--- src/rtl/frog_game_fsm_if.sv ---
// Game-flow signal bundle: collision/goal verdicts, buttons and frame tick in; play-state, counters and strobes out.
// master drives the verdicts and buttons, slave is the game-flow controller.
interface frog_game_fsm_if;
    logic       frame_tick;
    logic [3:0] dpad_input;
    logic       collision;
    logic       reached_end;
    logic [2:0] game_state;
    logic       freeze;
    logic       frog_reset;
    logic [2:0] lives;
    logic [7:0] score;
    logic       win_pulse;
    logic       lose_pulse;

    modport master (
        output frame_tick, dpad_input, collision, reached_end,
        input  game_state, freeze, frog_reset, lives, score, win_pulse, lose_pulse
    );

    modport slave (
        input  frame_tick, dpad_input, collision, reached_end,
        output game_state, freeze, frog_reset, lives, score, win_pulse, lose_pulse
    );
endinterface

--- src/rtl/frog_game_fsm.sv ---
// Frogger game-flow FSM: all outputs registered, one edge after the sampled event; buttons add 3 edges.
// No backpressure: inputs are levels or single-cycle pulses consumed every cycle.
module frog_game_fsm #(
    parameter int LIVES        = 3,
    parameter int DEATH_FRAMES = 60,
    parameter int WIN_FRAMES   = 90
) (
    input  logic           clk,
    input  logic           reset,
    frog_game_fsm_if.slave gio
);
    typedef enum logic [2:0] {
        ST_TITLE = 3'd0,
        ST_PLAY  = 3'd1,
        ST_DYING = 3'd2,
        ST_HOME  = 3'd3,
        ST_OVER  = 3'd4
    } state_e;

    localparam logic [6:0] DEATH_LAST = 7'(DEATH_FRAMES - 1);
    localparam logic [6:0] WIN_LAST   = 7'(WIN_FRAMES - 1);

    state_e     state_q;
    logic [3:0] btn_meta_q, btn_sync_q;
    logic       any_q, start_q;
    logic [6:0] cnt_q;
    logic [2:0] lives_q;
    logic [7:0] score_q;
    logic       freeze_q, frog_reset_q, win_q, lose_q;
    logic       any_btn, start_d;

    assign any_btn = |btn_sync_q;
    assign start_d = any_btn & ~any_q;

    always_ff @(posedge clk or posedge reset) begin
        if (reset) begin
            btn_meta_q <= '0;
            btn_sync_q <= '0;
            any_q      <= 1'b0;
            start_q    <= 1'b0;
        end else begin
            btn_meta_q <= gio.dpad_input;
            btn_sync_q <= btn_meta_q;
            any_q      <= any_btn;
            start_q    <= start_d;
        end
    end

    always_ff @(posedge clk or posedge reset) begin
        if (reset) begin
            state_q      <= ST_TITLE;
            cnt_q        <= '0;
            lives_q      <= '0;
            score_q      <= '0;
            freeze_q     <= 1'b1;
            frog_reset_q <= 1'b0;
            win_q        <= 1'b0;
            lose_q       <= 1'b0;
        end else begin
            frog_reset_q <= 1'b0;
            win_q        <= 1'b0;
            lose_q       <= 1'b0;
            case (state_q)
                ST_TITLE: if (start_q) begin
                    state_q      <= ST_PLAY;
                    cnt_q        <= '0;
                    lives_q      <= 3'(LIVES);
                    score_q      <= '0;
                    freeze_q     <= 1'b0;
                    frog_reset_q <= 1'b1;
                end
                ST_PLAY: begin
                    // A death outranks a simultaneous goal arrival.
                    if (gio.collision) begin
                        state_q  <= ST_DYING;
                        cnt_q    <= '0;
                        lives_q  <= lives_q - 3'd1;
                        freeze_q <= 1'b1;
                        lose_q   <= 1'b1;
                    end else if (gio.reached_end) begin
                        state_q  <= ST_HOME;
                        cnt_q    <= '0;
                        score_q  <= (score_q == 8'hFF) ? score_q : score_q + 8'd1;
                        freeze_q <= 1'b1;
                        win_q    <= 1'b1;
                    end
                end
                ST_DYING: if (gio.frame_tick) begin
                    if (cnt_q == DEATH_LAST) begin
                        cnt_q <= '0;
                        if (lives_q != 3'd0) begin
                            state_q      <= ST_PLAY;
                            freeze_q     <= 1'b0;
                            frog_reset_q <= 1'b1;
                        end else begin
                            state_q <= ST_OVER;
                        end
                    end else begin
                        cnt_q <= cnt_q + 7'd1;
                    end
                end
                ST_HOME: if (gio.frame_tick) begin
                    if (cnt_q == WIN_LAST) begin
                        state_q      <= ST_PLAY;
                        cnt_q        <= '0;
                        freeze_q     <= 1'b0;
                        frog_reset_q <= 1'b1;
                    end else begin
                        cnt_q <= cnt_q + 7'd1;
                    end
                end
                ST_OVER: if (start_q) begin
                    state_q <= ST_TITLE;
                    cnt_q   <= '0;
                end
                default: begin
                    state_q  <= ST_TITLE;
                    cnt_q    <= '0;
                    freeze_q <= 1'b1;
                end
            endcase
        end
    end

    assign gio.game_state = state_q;
    assign gio.freeze     = freeze_q;
    assign gio.frog_reset = frog_reset_q;
    assign gio.lives      = lives_q;
    assign gio.score      = score_q;
    assign gio.win_pulse  = win_q;
    assign gio.lose_pulse = lose_q;
endmodule

--- src/flat_wrapper.sv ---
// flat-port wrapper written by rule: the top's interface ports become plain ports
module frog_game_fsm_flat 
#(
    parameter int LIVES        = 3,
    parameter int DEATH_FRAMES = 60,
    parameter int WIN_FRAMES   = 90
)
  (clk, reset, gio_frame_tick, gio_dpad_input, gio_collision, gio_reached_end, gio_game_state, gio_freeze, gio_frog_reset, gio_lives, gio_score, gio_win_pulse, gio_lose_pulse);
  frog_game_fsm_if gio_i ();
  input  logic clk;
  input  logic reset;
  input wire logic [$bits(gio_i.frame_tick)-1:0] gio_frame_tick;
  input wire logic [$bits(gio_i.dpad_input)-1:0] gio_dpad_input;
  input wire logic [$bits(gio_i.collision)-1:0] gio_collision;
  input wire logic [$bits(gio_i.reached_end)-1:0] gio_reached_end;
  output wire logic [$bits(gio_i.game_state)-1:0] gio_game_state;
  output wire logic [$bits(gio_i.freeze)-1:0] gio_freeze;
  output wire logic [$bits(gio_i.frog_reset)-1:0] gio_frog_reset;
  output wire logic [$bits(gio_i.lives)-1:0] gio_lives;
  output wire logic [$bits(gio_i.score)-1:0] gio_score;
  output wire logic [$bits(gio_i.win_pulse)-1:0] gio_win_pulse;
  output wire logic [$bits(gio_i.lose_pulse)-1:0] gio_lose_pulse;
  assign gio_i.frame_tick = gio_frame_tick;
  assign gio_i.dpad_input = gio_dpad_input;
  assign gio_i.collision = gio_collision;
  assign gio_i.reached_end = gio_reached_end;
  assign gio_game_state = gio_i.game_state;
  assign gio_freeze = gio_i.freeze;
  assign gio_frog_reset = gio_i.frog_reset;
  assign gio_lives = gio_i.lives;
  assign gio_score = gio_i.score;
  assign gio_win_pulse = gio_i.win_pulse;
  assign gio_lose_pulse = gio_i.lose_pulse;
  frog_game_fsm #(.LIVES(LIVES), .DEATH_FRAMES(DEATH_FRAMES), .WIN_FRAMES(WIN_FRAMES)) u_core (.clk(clk), .reset(reset), .gio(gio_i));
endmodule
--- config.mk ---
export PLATFORM = sky130hd
export DESIGN_NAME = frog_game_fsm_flat
export DESIGN_NICKNAME = d
export VERILOG_FILES = /design/src/rtl/frog_game_fsm_if.sv /design/src/rtl/frog_game_fsm.sv /design/src/flat_wrapper.sv
export SDC_FILE = /design/constraint.sdc
export NUM_CORES = 1
export LEC_CHECK = 0
export CAP_MARGIN = 40
export CORE_MARGIN = 2
export CORE_UTILIZATION = 53
export DETAILED_ROUTE_END_ITERATION = 10
export MAX_ROUTING_LAYER = met4
export PLACE_DENSITY = 0.84
export SETUP_SLACK_MARGIN = 0.15
export SLEW_MARGIN = 20
export SYNTH_ARGS = -nofsm -noshare
export SYNTH_HDL_FRONTEND = slang
export SYNTH_SLANG_ARGS = --single-unit
export TNS_END_PERCENT = 10
--- constraint.sdc ---
create_clock -name clk -period 2.2 [get_ports clk]
set_input_delay 0.22 -clock clk [delete_from_list [all_inputs] [get_ports clk]]
set_output_delay 0.22 -clock clk [all_outputs]
set_load 0.05 [all_outputs]
# Word-level counts from Yosys, hierarchy flattened
# Index checks and enable logic that the tools add are counted.
[classes] add_sub_neg=3 n_eq_ne=20 n_mux=47 bitwise=3 reduce_logical=10
[op_table] operator="7-bit two-way mux" n=7
[op_table] operator="3-bit two-way mux" n=11
[op_table] operator="8-bit two-way mux" n=4
[op_table] operator="7-bit one-hot mux with 4 select lines" n=1
[op_table] operator="1-bit two-way mux" n=19
[op_table] operator="8-bit one-hot mux with 2 select lines" n=1
[op_table] operator="3-bit one-hot mux with 5 select lines" n=1
[op_table] operator="2-bit by 1-bit != test with 1-bit output (second input constant)" n=6
[op_table] operator="2-bit != test (second input constant)" n=6
[op_table] operator="8-bit by 1-bit adder with 8-bit output (second input constant)" n=1
[op_table] operator="8-bit equality test (second input constant)" n=1
[op_table] operator="8-bit AND reduction" n=1
[op_table] operator="7-bit by 1-bit adder with 7-bit output (second input constant)" n=1
[op_table] operator="7-bit by 6-bit equality test with 1-bit output (second input constant)" n=1
[op_table] operator="7-bit equality test (second input constant)" n=1
[op_table] operator="7-bit AND reduction" n=1
[op_table] operator="3-bit by 2-bit equality test with 1-bit output (second input constant)" n=2
[op_table] operator="3-bit one-hot mux with 2 select lines" n=1
[op_table] operator="1-bit one-hot mux with 5 select lines" n=1
[op_table] operator="5-bit AND reduction" n=1
[op_table] operator="4-bit AND reduction" n=1
[op_table] operator="4-bit OR reduction" n=1
[op_table] operator="3-bit by 1-bit equality test with 1-bit output (second input constant)" n=1
[op_table] operator="3-bit equality test (second input constant)" n=1
[op_table] operator="10 further kinds" n=11
[totals] register_bits=35 inputBits=9

# Depth between registers and ports, before layout
[depth] ltp_word=5 ltp_mapped=7

# Least setup slack after synthesis
# No wires, ideal clock.
[synth_timing] path_type="register -> register" start="register u_core.state_q[2] (netlist: u_core.gio.game_state[2])" end="register u_core.state_q[1] (netlist: u_core.gio.game_state[1])" setup_ps=127 arrival_ps=1740 t_required_ps=2073 setup_slack_ps=333 stages_incl_launch_ff=7 path_buffers=1 cell_sequence="dfrtp_1 -> buf_4 -> nand2b_1 -> o32ai_1 -> a21oi_2 -> nand2_1 -> mux2_1"
[synth_via] elab_chain_len=3 word_cells_on_any_way=14 classes_between="eq/ne (11); mux (1); reduce/logical (2)"
[synth_lines] element="start, declared" line_no="frog_game_fsm.sv:23" text="state_e state_q;"
[synth_lines] element="start signal, assigned" line_no="frog_game_fsm.sv:51" text="state_q <= ST_TITLE;"
[synth_lines] element="start signal, assigned" line_no="frog_game_fsm.sv:65" text="state_q <= ST_PLAY;"
[synth_lines] element="start signal, assigned" line_no="frog_game_fsm.sv:75" text="state_q <= ST_DYING;"
[synth_lines] element="3-bit by 1-bit equality test with 1-bit output, or another cell as far along" line_no="frog_game_fsm.sv:63" text="case (state_q)"
[synth_lines] element="3-bit != test (no line), or another cell as far along"
[synth_lines] element="7-bit AND reduction (no line)"
# Parallel ways exist; a longest one is shown, timed or not.
# A chain may end at the register's enable or synchronous reset.

# Final worst setup path
[layout_timing] start="register u_core.freeze_q (netlist: u_core.gio.freeze)" end="output gio_freeze"
[layout_lines] element="start, declared" line_no="frog_game_fsm.sv:29" text="logic freeze_q, frog_reset_q, win_q, lose_q;"
[layout_lines] element="start signal, assigned" line_no="frog_game_fsm.sv:55" text="freeze_q <= 1'b1;"
[layout_lines] element="start signal, assigned" line_no="frog_game_fsm.sv:69" text="freeze_q <= 1'b0;"
[layout_lines] element="start signal, assigned" line_no="frog_game_fsm.sv:78" text="freeze_q <= 1'b1;"
[layout_lines] element="end, declared" line_no="flat_wrapper.sv:17" text="output wire logic [$bits(gio_i.freeze)-1:0] gio_freeze;"
# No word-level cell between the ends.

==> results.md <==
* Status: complete, no violations
* Die height at 61.3 µm
* Largest net degree at the start of global routing at 36
* Post-route DRC at 0
* PD cells at 1280 nW/µm²
* Cell chain of the critical path: clkdlybuf4s50_1
* Min-delay worst type: input pin to async pin
* Starting density of the core at 0.566
* Count of state elements after synthesis at 35
* Slew margin rel. at 0.629
* Cell family with most CP delay: buffers and inverters
* Gp weighted congestion at 0.883
* # rows at 20
* Vias in the first global route at 1,441
* Cell count after synthesis at 173
* Core box area at 3080 µm²
* Ant diodes at 0
* Die area at 3760 µm²
* Yosys warns at 0
* Layout cell share with drive strength beyond 1 at 0.113
* CP max-delay cell: clkdlybuf4s50_1
* DP Cell Count at 240
* WL per Instance at 14.1 µm
* TritonCTS clock tree: yes
* Fin nets at 217
* Yosys top cell by area: dfrtp_1
* Routed wire length at 3500 µm
* Congestion Overflow GR at 0
* Num CTS Buffers at 5
* Worst-margin pin slew at 0.552 ns
* Post-CTS setup buffers at 0
* Seq/Total Area, Yosys at 0.504
* Area growth syn-to-layout at 21.2%
* Max Clk Rate at 522 MHz
* RSZ-0062 raised after global routing: no
* Max-cap violations at 0
* Syn Area/Cell at 10.1 µm²
* Worst Setup End Kind: output pin
* Slew Viols, Final at 0
* Synth unique cells at 46
* Clock sinks at 35
* Worst vdd ir at 0.000865 V
* Crit Path Max Fanout at 3
* Ranking of synthesized cells by area: dfrtp_1 49%, ha_1 3.6%, nor2_1 3.2%
* Worst-path clk slew at 0.10 ns
* Antenna Nets Post-Route at 0
* Startpoint Class: register
* Root Buffer: clkbuf_4
* Setup CP Type: register to output pin
* Final non-filler cell total at 248
* Leakage at 0.000941 µW
* Port bufs at 26
* Die X at 61.3 µm
* Routed vias at 1,429
* Synth Cell Area at 1740 µm²
* Initial DRT Pass Iterations at 4
* Final setup vio count at 0
* Clk_lat worst skew at 0.34 ns
* Critical path required time at 1.98 ns
* Worst Path Buf+Inv at 1
* IO Count at 27
* Number of synthesized flops with an enable pin at 0
* Iter 0 DRT Violations at 76
* Largest stage delay on the critical path at 0.80 ns
* Vias per cell at 5.76
* TNS Setup at 0 ns
* Predominant post-synthesis flop cell: dfrtp_1
* Syn_nets at 187
* Clock Skew at 0.00694 ns
* H-tree Lvls at 2
* DPL Wire Length at 2490 µm
* Final hold violation count at 0
* Period utilization at 0.870
* Crit path DAT at 1.69 ns
* Yosys top cell area share at 0.489
* Crit path time final at 1.91 ns
* GRT Total Usage at 0.231
* First-pass GRT wire length at 6200 µm
* Initial antenna violation count at 0
* Clk buf depth at 2
* Ys async rst share at 1.00
==> Yosys cell counts, types with 2 or more instances <==
cell / instances
a21o_1: 2
a21oi_1: 10
a22o_1: 6
a31oi_1: 4
and2_1: 2
and3_1: 2
buf_4: 3
dfrtp_1: 34
ha_1: 5
inv_1: 7
mux2_2: 2
nand2_1: 13
nand2b_1: 3
nand3_1: 8
nand3b_1: 2
nand4_1: 2
nor2_1: 15
nor2_2: 3
nor2b_1: 4
nor3_1: 2
nor3b_1: 2
o21ai_0: 9
o21ai_1: 7
o31ai_1: 4
==> cell families (layout without fill, tap and decap cells) <==
kind of cell / Yosys count / in the layout / synth area share
adders and majority gates: 5 / 5 / 0.0359
xor gates and xnor gates: 1 / 1 / 0.00503
and+or+nand+nor: 66 / 66 / 0.208
muxes: 3 / 3 / 0.0194
buffers and inverters: 13 / 44 / 0.0352
AOI/OAI and AO/OA: 50 / 50 / 0.193
DFF: 35 / 35 / 0.504
==> state kept, by name, summed over array words and instances, names as in the netlist, 3 cells and up <==
name,count
u_core.gio.game_state,3
u_core.btn_sync_q,4
u_core.btn_meta_q,4
u_core.gio.lives,3
u_core.gio.score,8
u_core.cnt_q,7
==> timing repair <==
item / CTS / global route
hold buffers: 0 / 0
setup endpoints to repair: 2 / 1
gates resized for setup: 1 / 1
==> final cells by class <==
| cell class | count | area [µm²] |
|---|---|---|
| Clock buffer | 8 | 68.8 |
| Fill cell | 247 | 967 |
| Inverter | 8 | 30.0 |
| Multi-Input combinational cell | 125 | 803 |
| Sequential cell | 35 | 877 |
| Tap cell | 44 | 55.1 |
| Timing Repair Buffer | 28 | 277 |
==> routing by layer <==
layer | vias up | share of wire | track usage
met3 | 4 | 0.046 | 0.0525
met4 | 0 | 0.0097 | 0.0901
met1 | 695 | 0.44 | 0.272
met2 | 48 | 0.51 | 0.384
li1 | 682 | - | -
met5 | - | 0 | -
==> power by group <==
part / switching (µW) / internal [µW]
Combinational: 855 / 499
Sequential: 167 / 783
Clock: 211 / 188
Total: 1230 / 1470
==> worst paths after layout <==
kind | endpoint | depth (start not counted) | slack [ns] | start
worst max-delay path | gio_freeze | 1 | 0.29 | u_core.gio.freeze
worst min-delay path | u_core.gio.game_state[2] | 3 | 0.26 | reset
worst max register to register | u_core.cnt_q[0] | 5 | 0.36 | u_core.gio.game_state[1]
worst min register to register | u_core.btn_sync_q[2] | 0 | 0.35 | u_core.btn_meta_q[2]
max in group asynchronous | u_core.gio.freeze | 3 | 1.61 | reset
min in group clk | u_core.btn_meta_q[1] | 1 | 0.31 | gio_dpad_input[1]
==> metrics by stage <==
step / hold slack [ns] / utilization / worst slack, ns / cell area (µm²) / power [µW]
global route: 0.307 / 0.686 / 0.208 / 2110 / 2880
floorplan: 0.251 / - / 0.333 / 1740 / 1940
detailed placement: 0.335 / 0.663 / 0.305 / 2040 / 2320
finish: 0.264 / 0.686 / 0.285 / 2110 / 2700
global placement: 0.333 / 0.663 / 0.355 / 2040 / 2280
CTS: 0.267 / 0.685 / 0.130 / 2110 / 2720
==> placed cells by master, fill, tap and decap left out, types with 2 or more instances in the layout <==
cell              n
buf_4             2
o21ai_0           9
nand3_1           8
clkdlybuf4s50_1  24
clkbuf_8          2
and3_1            2
nand2b_1          3
ha_1              5
dfrtp_1          34
nand3b_1          2
nor2_2            3
nand4_1           2
mux2_2            2
nor2b_1           4
nor3b_1           2
clkbuf_4          5
and2_1            2
a31oi_1           4
nor2_1           15
a21oi_1          10
o21ai_1           7
nor3_1            2
a21o_1            2
a22o_1            6
nand2_1          13
o31ai_1           4
inv_1             7
Power figures use the tool's default switching activity.
